==> src/rtl/alarm_bank_pkg.sv <==
// Shared types and helpers for the alarm bank: channel state, BCD field widths,
// and the alarm-time validity check used on configuration writes.
package alarm_bank_pkg;

    typedef enum logic [1:0] {
        ST_IDLE    = 2'd0,
        ST_ARMED   = 2'd1,
        ST_RINGING = 2'd2,
        ST_SNOOZED = 2'd3
    } ch_state_t;

    localparam int HH_W = 8;
    localparam int MM_W = 8;
    localparam int SS_W = 8;

    // hh_mm packed BCD: every nibble a decimal digit, hh <= 23, mm <= 59
    function automatic logic bcd_time_valid(input logic [HH_W+MM_W-1:0] t);
        logic [HH_W-1:0] hh;
        logic [MM_W-1:0] mm;
        hh = t[HH_W+MM_W-1:MM_W];
        mm = t[MM_W-1:0];
        return (hh[7:4] <= 4'd9) && (hh[3:0] <= 4'd9) &&
               (mm[7:4] <= 4'd9) && (mm[3:0] <= 4'd9) &&
               (hh <= 8'h23) && (mm <= 8'h59);
    endfunction

endpackage

==> src/rtl/alarm_channel.sv <==
// Purpose: one alarm channel -- stored time/day mask, IDLE/ARMED/RINGING/SNOOZED FSM, saturating counters.
// Latency: state_nxt is combinational from current state and this cycle's inputs; state updates next edge.
// Backpressure: none; tick, snooze, dismiss and write strobes are single-cycle pulses acted on immediately.
module alarm_channel
    import alarm_bank_pkg::*;
#(
    parameter int RING_SECONDS   = 60,
    parameter int SNOOZE_MINUTES = 5,
    parameter int MAX_SNOOZE     = 3
) (
    input  logic             clk,
    input  logic             rst,
    input  logic             tick_1hz,
    input  logic [23:0]      time_bcd,
    input  logic [2:0]       weekday,
    input  logic             wr_en,
    input  logic [15:0]      wr_time,
    input  logic [6:0]       wr_days,
    input  logic             wr_arm,
    input  logic             snooze,
    input  logic             dismiss,
    output ch_state_t        state_nxt
);

    localparam int SNOOZE_TICKS = SNOOZE_MINUTES * 60;
    localparam int RW = $clog2(RING_SECONDS + 1);
    localparam int SW = $clog2(SNOOZE_TICKS + 1);
    localparam logic [RW-1:0] RING_LIM = RW'(RING_SECONDS);
    localparam logic [SW-1:0] SNZ_LIM  = SW'(SNOOZE_TICKS);
    localparam logic [2:0]    SNZ_MAX  = 3'(MAX_SNOOZE);

    ch_state_t       state;
    logic [15:0]     alm_time, alm_time_nxt;
    logic [6:0]      alm_days, alm_days_nxt;
    logic [RW-1:0]   ring_cnt, ring_cnt_nxt;
    logic [SW-1:0]   snz_cnt, snz_cnt_nxt;
    logic [2:0]      snz_num, snz_num_nxt;
    logic [7:0]      days_ext;
    logic            trigger;

    // weekday 7 is not a real day; the padded bit keeps it from ever matching
    assign days_ext = {1'b0, alm_days};
    assign trigger  = tick_1hz && (time_bcd[23:SS_W] == alm_time) &&
                      (time_bcd[SS_W-1:0] == '0) && days_ext[weekday];

    always_ff @(posedge clk or posedge rst) begin
        if (rst) begin
            state    <= ST_IDLE;
            alm_time <= '0;
            alm_days <= '0;
            ring_cnt <= '0;
            snz_cnt  <= '0;
            snz_num  <= '0;
        end else begin
            state    <= state_nxt;
            alm_time <= alm_time_nxt;
            alm_days <= alm_days_nxt;
            ring_cnt <= ring_cnt_nxt;
            snz_cnt  <= snz_cnt_nxt;
            snz_num  <= snz_num_nxt;
        end
    end

    always_comb begin
        state_nxt    = state;
        alm_time_nxt = alm_time;
        alm_days_nxt = alm_days;
        ring_cnt_nxt = ring_cnt;
        snz_cnt_nxt  = snz_cnt;
        snz_num_nxt  = snz_num;

        if (wr_en) begin
            alm_time_nxt = wr_time;
            alm_days_nxt = wr_days;
            state_nxt    = (wr_arm && bcd_time_valid(wr_time)) ? ST_ARMED : ST_IDLE;
            ring_cnt_nxt = '0;
            snz_cnt_nxt  = '0;
            snz_num_nxt  = '0;
        end else begin
            unique case (state)
                ST_ARMED: begin
                    if (trigger) begin
                        state_nxt    = ST_RINGING;
                        ring_cnt_nxt = '0;
                        snz_num_nxt  = '0;
                    end
                end
                ST_RINGING: begin
                    if (dismiss) begin
                        state_nxt = ST_ARMED;
                    end else if (snooze) begin
                        if (snz_num < SNZ_MAX) begin
                            state_nxt   = ST_SNOOZED;
                            snz_num_nxt = snz_num + 3'd1;
                            snz_cnt_nxt = '0;
                        end else begin
                            state_nxt = ST_ARMED;
                        end
                    end else if (tick_1hz) begin
                        if (ring_cnt != RING_LIM) ring_cnt_nxt = ring_cnt + 1'b1;
                        if (ring_cnt_nxt == RING_LIM) state_nxt = ST_ARMED;
                    end
                end
                ST_SNOOZED: begin
                    if (dismiss) begin
                        state_nxt = ST_ARMED;
                    end else if (tick_1hz) begin
                        if (snz_cnt != SNZ_LIM) snz_cnt_nxt = snz_cnt + 1'b1;
                        if (snz_cnt_nxt == SNZ_LIM) begin
                            state_nxt    = ST_RINGING;
                            ring_cnt_nxt = '0;
                        end
                    end
                end
                default: ;
            endcase
        end
    end

endmodule

==> src/rtl/alarm_bank.sv <==
// Purpose: bank of independent alarm channels with a lowest-index ringing priority encoder.
// Latency: outputs registered from next state, so a triggering tick shows on ring one clk later.
// Backpressure: none; writes to out-of-range indices are dropped, all pulses are accepted every cycle.
module alarm_bank
    import alarm_bank_pkg::*;
#(
    parameter int NUM_ALARMS     = 4,
    parameter int RING_SECONDS   = 60,
    parameter int SNOOZE_MINUTES = 5,
    parameter int MAX_SNOOZE     = 3,
    localparam int IDXW = (NUM_ALARMS > 1) ? $clog2(NUM_ALARMS) : 1
) (
    input  logic                  clk,
    input  logic                  rst,
    input  logic                  tick_1hz,
    input  logic [23:0]           time_bcd,
    input  logic [2:0]            weekday,
    input  logic                  wr_en,
    input  logic [IDXW-1:0]       wr_idx,
    input  logic [15:0]           wr_time,
    input  logic [6:0]            wr_days,
    input  logic                  wr_arm,
    input  logic                  snooze,
    input  logic                  dismiss,
    output logic                  ring,
    output logic [IDXW-1:0]       ring_id,
    output logic [NUM_ALARMS-1:0] armed_mask,
    output logic [NUM_ALARMS-1:0] snoozed_mask
);

    localparam logic [IDXW:0] NUM_CH = (IDXW + 1)'(NUM_ALARMS);

    ch_state_t             st_nxt [NUM_ALARMS];
    logic                  wr_ok;
    logic                  ring_d;
    logic [IDXW-1:0]       ring_id_d;
    logic [NUM_ALARMS-1:0] armed_d;
    logic [NUM_ALARMS-1:0] snoozed_d;

    assign wr_ok = wr_en && ({1'b0, wr_idx} < NUM_CH);

    for (genvar i = 0; i < NUM_ALARMS; i++) begin : g_ch
        alarm_channel #(
            .RING_SECONDS   (RING_SECONDS),
            .SNOOZE_MINUTES (SNOOZE_MINUTES),
            .MAX_SNOOZE     (MAX_SNOOZE)
        ) u_ch (
            .clk       (clk),
            .rst       (rst),
            .tick_1hz  (tick_1hz),
            .time_bcd  (time_bcd),
            .weekday   (weekday),
            .wr_en     (wr_ok && (wr_idx == IDXW'(i))),
            .wr_time   (wr_time),
            .wr_days   (wr_days),
            .wr_arm    (wr_arm),
            .snooze    (snooze),
            .dismiss   (dismiss),
            .state_nxt (st_nxt[i])
        );
    end

    // Encode from next state so the registered outputs land with the state change
    always_comb begin
        ring_d    = 1'b0;
        ring_id_d = '0;
        armed_d   = '0;
        snoozed_d = '0;
        for (int i = 0; i < NUM_ALARMS; i++) begin
            armed_d[i]   = (st_nxt[i] != ST_IDLE);
            snoozed_d[i] = (st_nxt[i] == ST_SNOOZED);
            if ((st_nxt[i] == ST_RINGING) && !ring_d) begin
                ring_d    = 1'b1;
                ring_id_d = IDXW'(i);
            end
        end
    end

    always_ff @(posedge clk or posedge rst) begin
        if (rst) begin
            ring         <= 1'b0;
            ring_id      <= '0;
            armed_mask   <= '0;
            snoozed_mask <= '0;
        end else begin
            ring         <= ring_d;
            ring_id      <= ring_id_d;
            armed_mask   <= armed_d;
            snoozed_mask <= snoozed_d;
        end
    end

endmodule

==> config.mk <==
export PLATFORM = sky130hd
export DESIGN_NAME = alarm_bank
export DESIGN_NICKNAME = d
export VERILOG_FILES = /design/src/rtl/alarm_bank_pkg.sv /design/src/rtl/alarm_channel.sv /design/src/rtl/alarm_bank.sv
export SDC_FILE = /design/constraint.sdc
export NUM_CORES = 1
export LEC_CHECK = 0
export BUFFER_PORTS_ARGS = -buffer_cell sky130_fd_sc_hd__buf_4
export CAP_MARGIN = 15
export CORE_MARGIN = 5
export CORE_UTILIZATION = 60
export DETAILED_ROUTE_END_ITERATION = 10
export PLACE_DENSITY = 0.79
export SLEW_MARGIN = 20
export SYNTH_ARGS = -nofsm -noshare
export SYNTH_HDL_FRONTEND = slang
export SYNTH_SLANG_ARGS = --single-unit
==> constraint.sdc <==
create_clock -name clk -period 18.4 [get_ports clk]
set_clock_uncertainty 0.1 [all_clocks]
set_input_delay 4.6 -clock clk [delete_from_list [all_inputs] [get_ports clk]]
set_output_delay 4.6 -clock clk [all_outputs]
set_load 0.005 [all_outputs]
==> qor.csv, run 1 <==
stage;metric;value;unit
status;run status;finished, final reports clean;
timing;worst relative slew slack;43.22;%
yosys;Adder-Cell Fraction of Synth Area;4.035;%
critical_path;kind of capture point of the worst setup path;flop;
timing;Slew @ Worst Pin;0.8477;ns
grt;initial antenna violation count;0;
yosys;FF+latch count, synth;183;
yosys;cell type contributing the most total cell area after synthesis;dfrtp_1;
timing;minimum clock period after layout;6.850;ns
yosys;most common library cells after synthesis;nand2_1 (362), dfrtp_1 (183), nor2_1 (71), xor2_1 (70), a21oi_1 (67);
clocking;library cell used as clock root buffer;clkbuf_16;
critical_path;biggest fanout along the worst timing path;12;
timing;aggregate negative setup slack;0;ns
yosys;count of different cell masters after synthesis;92;
yosys;total standard cell area after synthesis;11160;um2
routing;via density per instance;6.170;
critical_path;reg2reg setup slack;15.22;ns
power;Leak;5.760;nW
routing;number of vias after detailed routing;9816;
routing;residual antenna-violating net count after detailed routing;0;
yosys;share of synthesized cell area in and, or, nand and nor gates;26.09;%
yosys;post-synth net total;1418;
yosys;count of flip-flops with a built-in enable after synthesis;0;
critical_path;R2R depth;9;
yosys;area share of the largest cell type after synthesis;41.02;%
critical_path;Worst EP arrival;7.14;ns
yosys;most used flip-flop cell after synthesis;dfrtp_1;
yosys;top cells by area in the synthesized netlist;dfrtp_1 (41%), nand2_1 (12%), xor2_1 (5.5%), ha_1 (4.0%), a21oi_1 (3.0%);
layout;post-route insts no fill;1591;
grt;global-route total usage across every layer;27.09;%
yosys;part of the Yosys area used for sequential elements;41.02;%
floorplanning;placeable core region;18150;um2
timing;period utilization;37.23;%
critical_path;worst endpoint required time;18.69;ns
layout;ant diodes;0;
floorplanning;initial core utilization;61.51;%
clocking;number of post-CTS setup repair buffers;0;
yosys;per-instance average area after synthesis;8.438;um2
placement;Placed Cells;1559;
yosys;count leader, synth;nand2_1;
grt;global route overflow;0;
grt;maximum number of pins on one net before global-route repair;105;
layout;layout cell share with drive strength beyond 1;11.16;%
routing;drt pass-1 iters;5;
timing;top achievable clock speed;0.1460;GHz
clocking;hold buffer count at cts;0;
grt;vias in the first global route;9554;
power;Worst VDD drop;67.08;uV
clocking;H-Tree Level Count;4;
clocking;Clock transition at path regs;0.08;ns
clocking;Max Buffers Root-to-Sink;2;
floorplanning;Site Rows;49;
clocking;# clock sinks;183;
timing;max-slew violation total from the final report;0;
clocking;CTS Buf Count;17;
grt;global-route wire length before repair;47.58;mm
critical_path;startpoint class of the critical path;primary input;
clocking;TritonCTS clock tree;built;
timing;number of endpoints with negative hold slack in the final report;0;
placement;count of input and output buffers;69;
routing;number of design rule violations left after detail routing;0;
floorplanning;ports placed on the boundary;70;
placement;routability congestion estimate from global placement;0.8851;
worst_hold_path;worst min-delay path class;reg2reg;
run;MaxCap Viol Count;0;
layout;Net count, final;1444;
floorplanning;Die Area;21430;um2
critical_path;critical path type;in2reg;
timing;unrepaired setup endpoints after global routing;false;
floorplanning;y dimension of the die;146.4;um
routing;DRC marker count from the first detailed-route iteration;818;
floorplanning;Die X;146.4;um
yosys;share of synthesized flip-flops with an asynchronous set or reset;100.0;%
layout;Area Growth Syn to Fin;10.31;%
placement;sum of net half-perimeters after detailed placement;19.41;mm
yosys;share of the synthesized area in compound gates (AO/OA/AOI/OAI);16.89;%
clocking;clock latency on the worst-skew pair;0.45;ns
yosys;post-synthesis mux area share;1.704;%
yosys;post-synthesis instance total;1323;
yosys;fraction of synthesized cell area in xor and xnor cells;5.806;%
routing;routed wire length;28.65;mm
yosys;main combinational cell family by area after synthesis;simple AND/OR/NAND/NOR gates;
worst_hold_path;hold path cells;2;
routing;Wirelength per Cell;18.01;um
power;areal power density over the cells;81.40;nW/um2
clocking;number of gates resized after cts;0;
timing;setup-violating endpoint count in the final report;0;
yosys;count of synthesis-stage warnings from yosys;0;
power by group:
group	leakage [nW]	internal (mW)	total, mW	switching, mW
Clock	0.294	0.184	0.369	0.185
Sequential	2.41	0.439	0.466	0.0268
Combinational	3.05	0.0650	0.168	0.103
flip-flops by register name, summed over array words and instances, names as in the netlist:
| name | flops |
|---|---|
| armed_mask | 4 |
| g_ch.u_ch.alm_days | 28 |
| g_ch.u_ch.alm_time | 64 |
| g_ch.u_ch.ring_cnt | 24 |
| g_ch.u_ch.snz_cnt | 36 |
| g_ch.u_ch.snz_num | 12 |
| g_ch.u_ch.state | 8 |
| ring | 1 |
| ring_id | 2 |
| snoozed_mask | 4 |
per-stage QoR:
stage	area [um2]	hold WS, ns	util [%]	setup WS, ns	total power, mW
3_5_place_dp	11700	0.3609	64.49	11.17	0.6369
6_report	12310	0.3771	67.86	11.55	1.002
5_1_grt	12310	0.3983	67.86	11.31	1.044
4_1_cts	12310	0.3806	67.84	11.61	1.007
2_1_floorplan	11160	0.3373	-	8.728	0.5794
3_3_place_gp	11700	0.3524	64.49	11.30	0.6302
logic make-up (layout without fill, tap and decap cells):
kind of cell,count (synthesis),count (layout)
AO/OA/AOI/OAI,277,277
flip-flops,183,183
XOR/XNOR,74,74
multiplexers,13,13
adder cells (fa/ha/maj),36,36
buffers and inverters,113,152
AND/OR/NAND/NOR,627,627
worst max-delay path: stages:
cell      delay, ns
buf_4          0.14
xor2_1         0.18
nor4_1         0.45
nand3_1        0.21
o31ai_2        0.36
o211ai_1       0.14
nor2_1         0.56
nor4bb_1       0.36
o21a_1         0.14
placed cells by master, fill, tap and decap left out, types with 6 or more instances in the layout:
cell type / n
nand3_1: 37
a31oi_1: 10
a41oi_1: 7
buf_4: 75
a31o_2: 6
nand4_1: 17
nand3b_1: 9
ha_1: 36
dfrtp_1: 183
nand2b_1: 11
and2_1: 11
o211ai_1: 14
o21ai_1: 6
o2111ai_1: 8
o21ai_0: 60
a21o_1: 7
nor4_1: 19
o31ai_1: 12
o41ai_1: 6
a21oi_1: 67
and3_1: 16
and4_1: 7
a211oi_1: 10
clkbuf_16: 17
a22o_1: 6
nor3_1: 19
inv_1: 42
nand2_1: 362
clkinv_8: 6
nand4b_1: 9
xor2_1: 70
nor2_1: 70
routing by layer:
layer	global-route usage, %	part of all wire [%]	vias up
met5	0	0	-
met4	10.54	3.0	0
met3	5.206	6.6	67
met2	43.57	47	335
met1	36.53	44	4740
li1	-	-	4674
final cells by class:
type | count | area [um2]
flip-flops and latches | 183 | 4579
well taps | 229 | 286.5
inverters | 44 | 172.7
repair buffers | 76 | 574.3
clock inverters | 15 | 181.4
clock buffers | 17 | 425.4
fillers | 1500 | 5833
multi-input cells | 1027 | 6095
final timing paths:
check	to	startpoint
setup reg to reg	g_ch[1].u_ch.ring_cnt[0]	g_ch[1].u_ch.snz_cnt[0]
max in group asynchronous	g_ch[2].u_ch.ring_cnt[1]	rst
hold / removal	g_ch[3].u_ch.alm_days[4]	g_ch[3].u_ch.alm_days[4]
min in group asynchronous	g_ch[0].u_ch.snz_cnt[4]	rst
setup / recovery	g_ch[1].u_ch.ring_cnt[0]	time_bcd[14]
hold reg to reg	g_ch[3].u_ch.alm_days[4]	g_ch[3].u_ch.alm_days[4]
No activity file was read; power rests on OpenSTA's default activity.
==> inputs of run 2 (changes only) <==
Settings changed: ABC_AREA set to 1, CORE_UTILIZATION 60 to 56, PLACE_DENSITY 0.79 to 0.77.
Clock period 18.4 ns to 5.9 ns, I/O delays scaled along.
==> run 2 against run 1 <==
Flip-flop and latch count did not move. Critical path depth did not move. Global-route usage decreased by 1.4 points. First-iteration DRC count increased by 0.98%. Largest cell class unchanged.
==> qor.csv, run 2 <==
stage;metric;value;unit;change
worst_hold_path;worst min-delay path class;reg2reg;;
worst_hold_path;worst-case hold path end point;g_ch[1].u_ch.alm_days[2];;
routing;number of vias after detailed routing;10093;;+2.8%
clocking;# clock sinks;183;;unchanged
grt;maximum number of pins on one net before global-route repair;184;;+75%
power;power share of the combinational group;34.4;%;+18 points
grt;vias in the first global route;9571;;+0.18%
clocking;clock latency on the worst-skew pair;0.44;ns;about the same
critical_path;startpoint class of the critical path;primary input;;
status;run status;finished, final reports clean;;
layout;fraction of the core area covered by cells at the end of the flow;63.54;%;-4.3 points
clocking;Clock transition at path regs;0.07;ns;about the same
floorplanning;Die Area;22600;um2;+5.5%
clocking;hold buffer count at cts;0;;unchanged
timing;period utilization;64.06;%;
layout;Area Growth Syn to Fin;11.75;%;
layout;layout cell share with drive strength beyond 1;9.299;%;-1.9 points
routing;number of design rule violations left after detail routing;0;;unchanged
clocking;number of gates resized after cts;0;;unchanged
yosys;most common library cells after synthesis;nand2_1 (472), inv_1 (220), dfrtp_1 (183), o21ai_0 (160), nand3_1 (118);;
yosys;per-instance average area after synthesis;7.148;um2;-15%
yosys;most used flip-flop cell after synthesis;dfrtp_1;;
timing;aggregate negative setup slack;0;ns;unchanged
timing;Slew @ Worst Pin;1.044;ns;+0.1968 ns
yosys;count of different cell masters after synthesis;49;;-47%
power;portion of total power attributed to sequential cells;39.3;%;-7.1 points
critical_path;series of cell instances along the critical path;buf_4 -> nor3_4 -> buf_4 -> inv_2 -> nand2_1 -> a21oi_1 -> nor3_2 -> nand2_1 -> o32ai_1;;
power;net switching component of the power;1.615;mW;+410%
yosys;count leader, synth;nand2_1;;
routing;DRC marker count from the first detailed-route iteration;826;;+0.98%
critical_path;capturing point of the worst reg2reg path;g_ch[2].u_ch.snz_cnt[2];;
placement;sum of net half-perimeters after detailed placement;20.69;mm;+6.5%
yosys;share of synthesized flip-flops with an asynchronous set or reset;100.0;%;unchanged
power;Leak;6.155;nW;+6.9%
critical_path;Bufs and invs on worst path;3;;+2
critical_path;R2R depth;10;;+1
critical_path;family of cells with the greatest summed delay on the critical path;simple AND/OR/NAND/NOR gates;;
critical_path;biggest fanout along the worst timing path;29;;+17
timing;worst relative slew slack;30.37;%;-13 points
worst_hold_path;hold path cells;2;;unchanged
layout;registers with the most flip-flops;g_ch.u_ch.alm_time: 64 flops, g_ch.u_ch.snz_cnt: 36 flops, g_ch.u_ch.alm_days: 28 flops;;
critical_path;worst r2r src;g_ch[2].u_ch.state[0];;
floorplanning;Die X;150.3;um;+2.7%
floorplanning;initial core utilization;56.86;%;-4.7 points
clocking;Max Buffers Root-to-Sink;2;;unchanged
power;Worst VDD drop;232.5;uV;+250%
layout;commonest non-fill, non-tap cell in the layout;nand2_1;;
yosys;post-synthesis instance total;1543;;+17%
yosys;top cells by area in the synthesized netlist;dfrtp_1 (42%), nand2_1 (16%), inv_1 (7.5%), o21ai_0 (7.3%), nand3_1 (5.4%);;
timing;unrepaired setup endpoints after global routing;false;;
clocking;library cell used as clock root buffer;clkbuf_16;;
power;clock share of power;26.4;%;-10 points
timing;max-slew violation total from the final report;0;;unchanged
layout;flip-flop count of the largest register, all copies and words added;64;;unchanged
yosys;count of flip-flops with a built-in enable after synthesis;0;;unchanged
grt;global-route total usage across every layer;25.69;%;-1.4 points
timing;minimum clock period after layout;3.779;ns;
routing;Wirelength per Cell;14.79;um;-18%
routing;via density per instance;5.374;;-13%
floorplanning;ports placed on the boundary;70;;unchanged
power;Final Total Pwr;4.218;mW;+320%
routing;drt pass-1 iters;5;;unchanged
clocking;TritonCTS clock tree;built;;
critical_path;slowest stage delay, CP;0.63;ns;+0.07 ns
clocking;H-Tree Level Count;4;;unchanged
grt;global-route wire length before repair;46.50;mm;-2.3%
layout;finished layout cell area;12330;um2;about the same
power;proportion of total power due to net switching;38.27;%;+6.9 points
layout;Net count, final;1695;;+17%
grt;global route overflow;0;;unchanged
yosys;count of synthesis-stage warnings from yosys;0;;unchanged
yosys;area share of the largest cell type after synthesis;41.52;%;+0.50 points
power;cell internal power dissipation;2.604;mW;+280%
critical_path;Worst EP arrival;4.02;ns;-3.12 ns
routing;routed wire length;27.77;mm;-3.1%
worst_hold_path;Min-Delay Startpoint;g_ch[1].u_ch.alm_days[2];;
routing;residual antenna-violating net count after detailed routing;0;;unchanged
placement;count of input and output buffers;69;;unchanged
power;areal power density over the cells;342.2;nW/um2;+320%
timing;top achievable clock speed;0.2646;GHz;
yosys;post-synth net total;1638;;+16%
placement;Placed Instance Area;11760;um2;+0.46%
timing;setup-violating endpoint count in the final report;0;;unchanged
grt;initial antenna violation count;0;;unchanged
yosys;cell type contributing the most total cell area after synthesis;dfrtp_1;;
critical_path;critical path type;in2reg;;
layout;register with the most flip-flops;g_ch.u_ch.alm_time;;
floorplanning;y dimension of the die;150.3;um;+2.7%
floorplanning;Site Rows;51;;+4.1%
clocking;number of post-CTS setup repair buffers;0;;unchanged
yosys;total standard cell area after synthesis;11030;um2;-1.2%
placement;routability congestion estimate from global placement;0.9225;;+4.2%
clocking;CTS Buf Count;17;;unchanged
yosys;FF+latch count, synth;183;;unchanged
critical_path;reg2reg setup slack;3.07;ns;-12.15 ns
critical_path;worst endpoint required time;6.14;ns;-12.55 ns
run;MaxCap Viol Count;0;;unchanged
critical_path;CP max stage cell;nor3_2;;
timing;number of endpoints with negative hold slack in the final report;0;;unchanged
timing;final hold slack;0.3867;ns;+0.009563 ns
layout;ant diodes;0;;unchanged
floorplanning;placeable core region;19400;um2;+6.9%
yosys;part of the Yosys area used for sequential elements;41.52;%;+0.50 points
layout;leading cell types in the layout, fill and taps excluded;nand2_1 (472), inv_1 (219), dfrtp_1 (183);;
critical_path;kind of capture point of the worst setup path;flop;;
==> run 2: cell types whose count changed after synthesis, sizes merged, moves of 46 or more <==
| cell | before | now |
|---|---|---|
| xor2 | 70 | 16 |
| nor2 | 71 | 117 |
| inv | 43 | 231 |
| o21ai | 69 | 163 |
| nand2 | 362 | 480 |
| nand3 | 39 | 120 |
==> run 2: power by group through the flow <==
stage	Clock, mW	Combinational [mW]	Sequential [mW]
4_1_cts	1.12	1.44	1.65
5_1_grt	1.18	1.65	1.68
3_5_place_dp	0	1.43	1.67
6_report	1.11	1.45	1.66
3_3_place_gp	0	1.39	1.67
2_1_floorplan	0	1.07	1.63
==> run 2: layer usage <==
metal / wire length (um) / part of all wire, % / GRT usage, %
met1: 12450 / 45 / 35.25
met2: 12890 / 46 / 41.24
met3: 1675 / 6.0 / 4.335
met4: 755 / 2.7 / 9.332
met5: 0 / 0 / 0
==> run 2: worst register-to-register path, cell delays in order (launching register included) <==
cell and delay [ns]:
dfrtp_1 0.41, inv_1 0.10, ha_1 0.23, inv_1 0.13, nor2_2 0.11, o21ai_1 0.13
nand2_1 0.07, a31oi_1 0.75, nand2_1 0.39, a21oi_1 0.21, o21bai_1 0.12
==> run 2: how the worst max path moves through the flow <==
stage / startpoint / to / cells past startpoint
final: wr_idx[1] / g_ch[0].u_ch.snz_cnt[5] / 9
after global routing: wr_idx[1] / g_ch[0].u_ch.snz_cnt[5] / 9
after CTS: wr_idx[0] / g_ch[1].u_ch.snz_cnt[5] / 9
after detailed placement: wr_idx[0] / g_ch[1].u_ch.snz_cnt[5] / 9
after global placement: wr_idx[0] / g_ch[1].u_ch.snz_cnt[5] / 9
after floorplan: rst / armed_mask[0] / 1
==> run 2: cells by family after synthesis <==
group	Yosys count	share of synthesized area (%)
and+or+nand+nor	779	30.03
adders and majority gates	36	4.084
DFF	183	41.52
xor gates and xnor gates	36	2.859
buffers and inverters	270	9.665
AOI/OAI and AO/OA	239	11.84
==> run 2: layout make-up <==
| class | count | area, um2 |
|---|---|---|
| clock buffers | 21 | 470.5 |
| inverters | 234 | 883.3 |
| fillers | 1766 | 7073 |
| clock inverters | 11 | 97.59 |
| well taps | 265 | 331.6 |
| repair buffers | 74 | 568.0 |
| flip-flops and latches | 183 | 4579 |
| multi-input cells | 1090 | 5395 |
==> run 2: per-stage QoR <==
stage / cells / setup slack [ns]
2_1_floorplan: 1543 / 1.974
5_1_grt: 1878 / 1.887
6_report: 1878 / 2.121
3_3_place_gp: 1846 / 1.815
3_5_place_dp: 1846 / 1.693
4_1_cts: 1878 / 2.161
==> inputs of run 3 (changes only) <==
Settings changed: CORE_UTILIZATION 56 to 60, PLACE_DENSITY 0.77 to 0.79.
Clock period 5.9 ns to 3.9 ns, I/O delays scaled along.
==> run 3 against run 2 <==
Via count increased by 0.98%. Routed wire length increased by 0.51%. Register-to-register slack got worse by 1.7 ns. Die area decreased by 6.2%. Design area increased by 0.34%. Worst setup slack got worse by 0.98 ns. First-iteration DRC count increased by 30%. Flip-flop and latch count unchanged. Clock power increased by 57%. Total power increased by 54%. Count of clock-buffer cells in the layout decreased by 3. Critical path type unchanged. Largest cell class unchanged. Highest routed layer unchanged.
==> qor.csv, run 3 (same netlist as run 2, synthesis figures left out) <==
stage;metric;value;unit;change
status;run status;finished, final reports clean;;
layout;fraction of the core area covered by cells at the end of the flow;68.62;%;+5.1 points
routing;routed wire length;27.91;mm;+0.51%
critical_path;R2R depth;11;;+1
layout;layout cell share with drive strength beyond 1;9.809;%;+0.51 points
critical_path;worst endpoint required time;4.08;ns;-2.06 ns
routing;number of design rule violations left after detail routing;0;;unchanged
critical_path;slowest stage delay, CP;0.59;ns;-0.04 ns
clocking;Max Buffers Root-to-Sink;2;;unchanged
power;clock share of power;26.8;%;+0.4 points
layout;register area;4579;um2;unchanged
layout;commonest non-fill, non-tap cell in the layout;nand2_1;;
run;MaxCap Viol Count;0;;unchanged
timing;unrepaired setup endpoints after global routing;false;;
clocking;hold buffer count at cts;0;;unchanged
grt;initial antenna violation count;0;;unchanged
floorplanning;Die X;145.6;um;-3.2%
layout;ant diodes;0;;unchanged
clocking;TritonCTS clock tree;built;;
routing;DRC marker count from the first detailed-route iteration;1070;;+30%
critical_path;startpoint class of the critical path;primary input;;
floorplanning;ports placed on the boundary;70;;unchanged
timing;max-slew violation total from the final report;0;;unchanged
timing;final hold slack;0.3924;ns;+0.005743 ns
critical_path;series of cell instances along the critical path;buf_4 -> inv_1 -> o21ai_0 -> nor2_1 -> nand2_1 -> nor2_1 -> nand2_1 -> nor2_1 -> nor2_1 -> nand2_1 -> o21ai_1 -> a211oi_2 -> o21ai_0;;
clocking;Clock transition at path regs;0.08;ns;about the same
worst_hold_path;hold path cells;2;;unchanged
placement;count of input and output buffers;69;;unchanged
routing;Wirelength per Cell;15.09;um;+2.0%
clocking;clock latency on the worst-skew pair;0.44;ns;about the same
floorplanning;Site Rows;49;;-3.9%
layout;flip-flop count of the largest register, all copies and words added;64;;unchanged
timing;aggregate negative setup slack;0;ns;unchanged
worst_hold_path;worst min-delay path class;reg2reg;;
power;areal power density over the cells;524.5;nW/um2;+53%
power;Final Total Pwr;6.488;mW;+54%
grt;maximum number of pins on one net before global-route repair;138;;-25%
critical_path;CP max stage cell;a211oi_2;;
timing;setup-violating endpoint count in the final report;0;;unchanged
power;proportion of total power due to net switching;39.65;%;+1.4 points
routing;via density per instance;5.509;;+2.5%
layout;finished layout cell area;12370;um2;+0.34%
power;net switching component of the power;2.573;mW;+59%
clocking;library cell used as clock root buffer;clkbuf_16;;
timing;period utilization;70.74;%;
routing;number of vias after detailed routing;10192;;+0.98%
power;Leak;6.199;nW;+0.71%
grt;vias in the first global route;9802;;+2.4%
power;portion of total power attributed to sequential cells;38.7;%;-0.6 points
clocking;# clock sinks;183;;unchanged
timing;number of endpoints with negative hold slack in the final report;0;;unchanged
critical_path;kind of capture point of the worst setup path;flop;;
grt;global-route total usage across every layer;26.59;%;+0.90 points
timing;minimum clock period after layout;2.759;ns;
placement;routability congestion estimate from global placement;0.9949;;+7.8%
routing;residual antenna-violating net count after detailed routing;0;;unchanged
critical_path;Worst EP arrival;2.94;ns;-1.08 ns
grt;global-route wire length before repair;47.02;mm;+1.1%
worst_hold_path;Min-Delay Startpoint;g_ch[3].u_ch.alm_days[6];;
timing;worst relative slew slack;46.57;%;+16 points
placement;Placed Instance Area;11770;um2;+0.13%
critical_path;capturing point of the worst reg2reg path;g_ch[0].u_ch.ring_cnt[1];;
layout;Net count, final;1703;;+0.47%
timing;Slew @ Worst Pin;0.8014;ns;-0.2431 ns
floorplanning;Die Area;21190;um2;-6.2%
layout;Layout fillers;1537;;-13%
clocking;CTS Buf Count;17;;unchanged
clocking;number of post-CTS setup repair buffers;0;;unchanged
critical_path;critical path type;in2reg;;
layout;leading cell types in the layout, fill and taps excluded;nand2_1 (472), inv_1 (219), dfrtp_1 (183);;
worst_hold_path;worst-case hold path end point;g_ch[3].u_ch.alm_days[6];;
critical_path;biggest fanout along the worst timing path;12;;-59%
critical_path;reg2reg setup slack;1.39;ns;-1.68 ns
placement;sum of net half-perimeters after detailed placement;20.62;mm;-0.33%
layout;registers with the most flip-flops;g_ch.u_ch.alm_time: 64 flops, g_ch.u_ch.snz_cnt: 36 flops, g_ch.u_ch.alm_days: 28 flops;;
critical_path;cell with the most instances on the worst path;nor2_1;;
layout;multi-input combinational cell area;5395;um2;unchanged
power;Worst VDD drop;422.1;uV;+82%
floorplanning;initial core utilization;61.19;%;+4.3 points
routing;drt pass-1 iters;6;;+1
clocking;H-Tree Level Count;4;;unchanged
power;power share of the combinational group;34.5;%;about the same
grt;global route overflow;0;;unchanged
layout;Area Growth Syn to Fin;12.14;%;
floorplanning;y dimension of the die;145.6;um;-3.2%
critical_path;worst r2r src;g_ch[0].u_ch.snz_cnt[0];;
timing;top achievable clock speed;0.3625;GHz;
clocking;number of gates resized after cts;0;;unchanged
floorplanning;placeable core region;18020;um2;-7.1%
layout;register with the most flip-flops;g_ch.u_ch.alm_time;;
power;cell internal power dissipation;3.915;mW;+50%
-- run 3: power groups by stage --
stage               Clock [mW]  Sequential, mW  Combinational [mW]
floorplan                    0            2.47                1.62
global placement             0            2.53                2.16
detailed placement           0            2.53                2.21
CTS                       1.75            2.51                2.23
global route              1.84            2.55                2.55
finish                    1.74            2.51                2.24
-- run 3: metrics by stage --
stage	std cells	setup WS [ns]
after CTS	1850	1.210
after global placement	1818	0.7720
after detailed placement	1818	0.7327
after global routing	1850	0.7996
after floorplan	1543	0.4745
final	1850	1.141
-- run 3: worst max-delay path, delay by kind of cell --
family | cells | cell delay (ns)
compound gates | 4 | 1.01
buf+inv | 2 | 0.26
simple gates | 7 | 0.71
-- run 3: cell type report --
type,instances,share of cell area (%)
inverters,234,7.142
multi-input cells,1090,43.62
clock buffers,18,3.551
repair buffers,82,5.078
clock inverters,14,1.265
well taps,229,2.317
flip-flops and latches,183,37.03
-- run 3: worst max-delay path by stage --
stage	from	to	cells after the start
4_1_cts	wr_idx[0]	g_ch[1].u_ch.snz_cnt[5]	10
3_3_place_gp	weekday[0]	g_ch[0].u_ch.ring_cnt[5]	14
3_5_place_dp	weekday[0]	g_ch[0].u_ch.ring_cnt[3]	13
5_1_grt	weekday[0]	g_ch[0].u_ch.ring_cnt[3]	14
6_report	time_bcd[13]	g_ch[0].u_ch.ring_cnt[1]	13
2_1_floorplan	rst	armed_mask[0]	1
-- run 3: layer usage --
metal  global-route usage (%)  wire (um)
met5                        0          0
met1                    35.97      12280
met2                    43.31      13120
met4                    10.21        897
met3                    4.204       1616
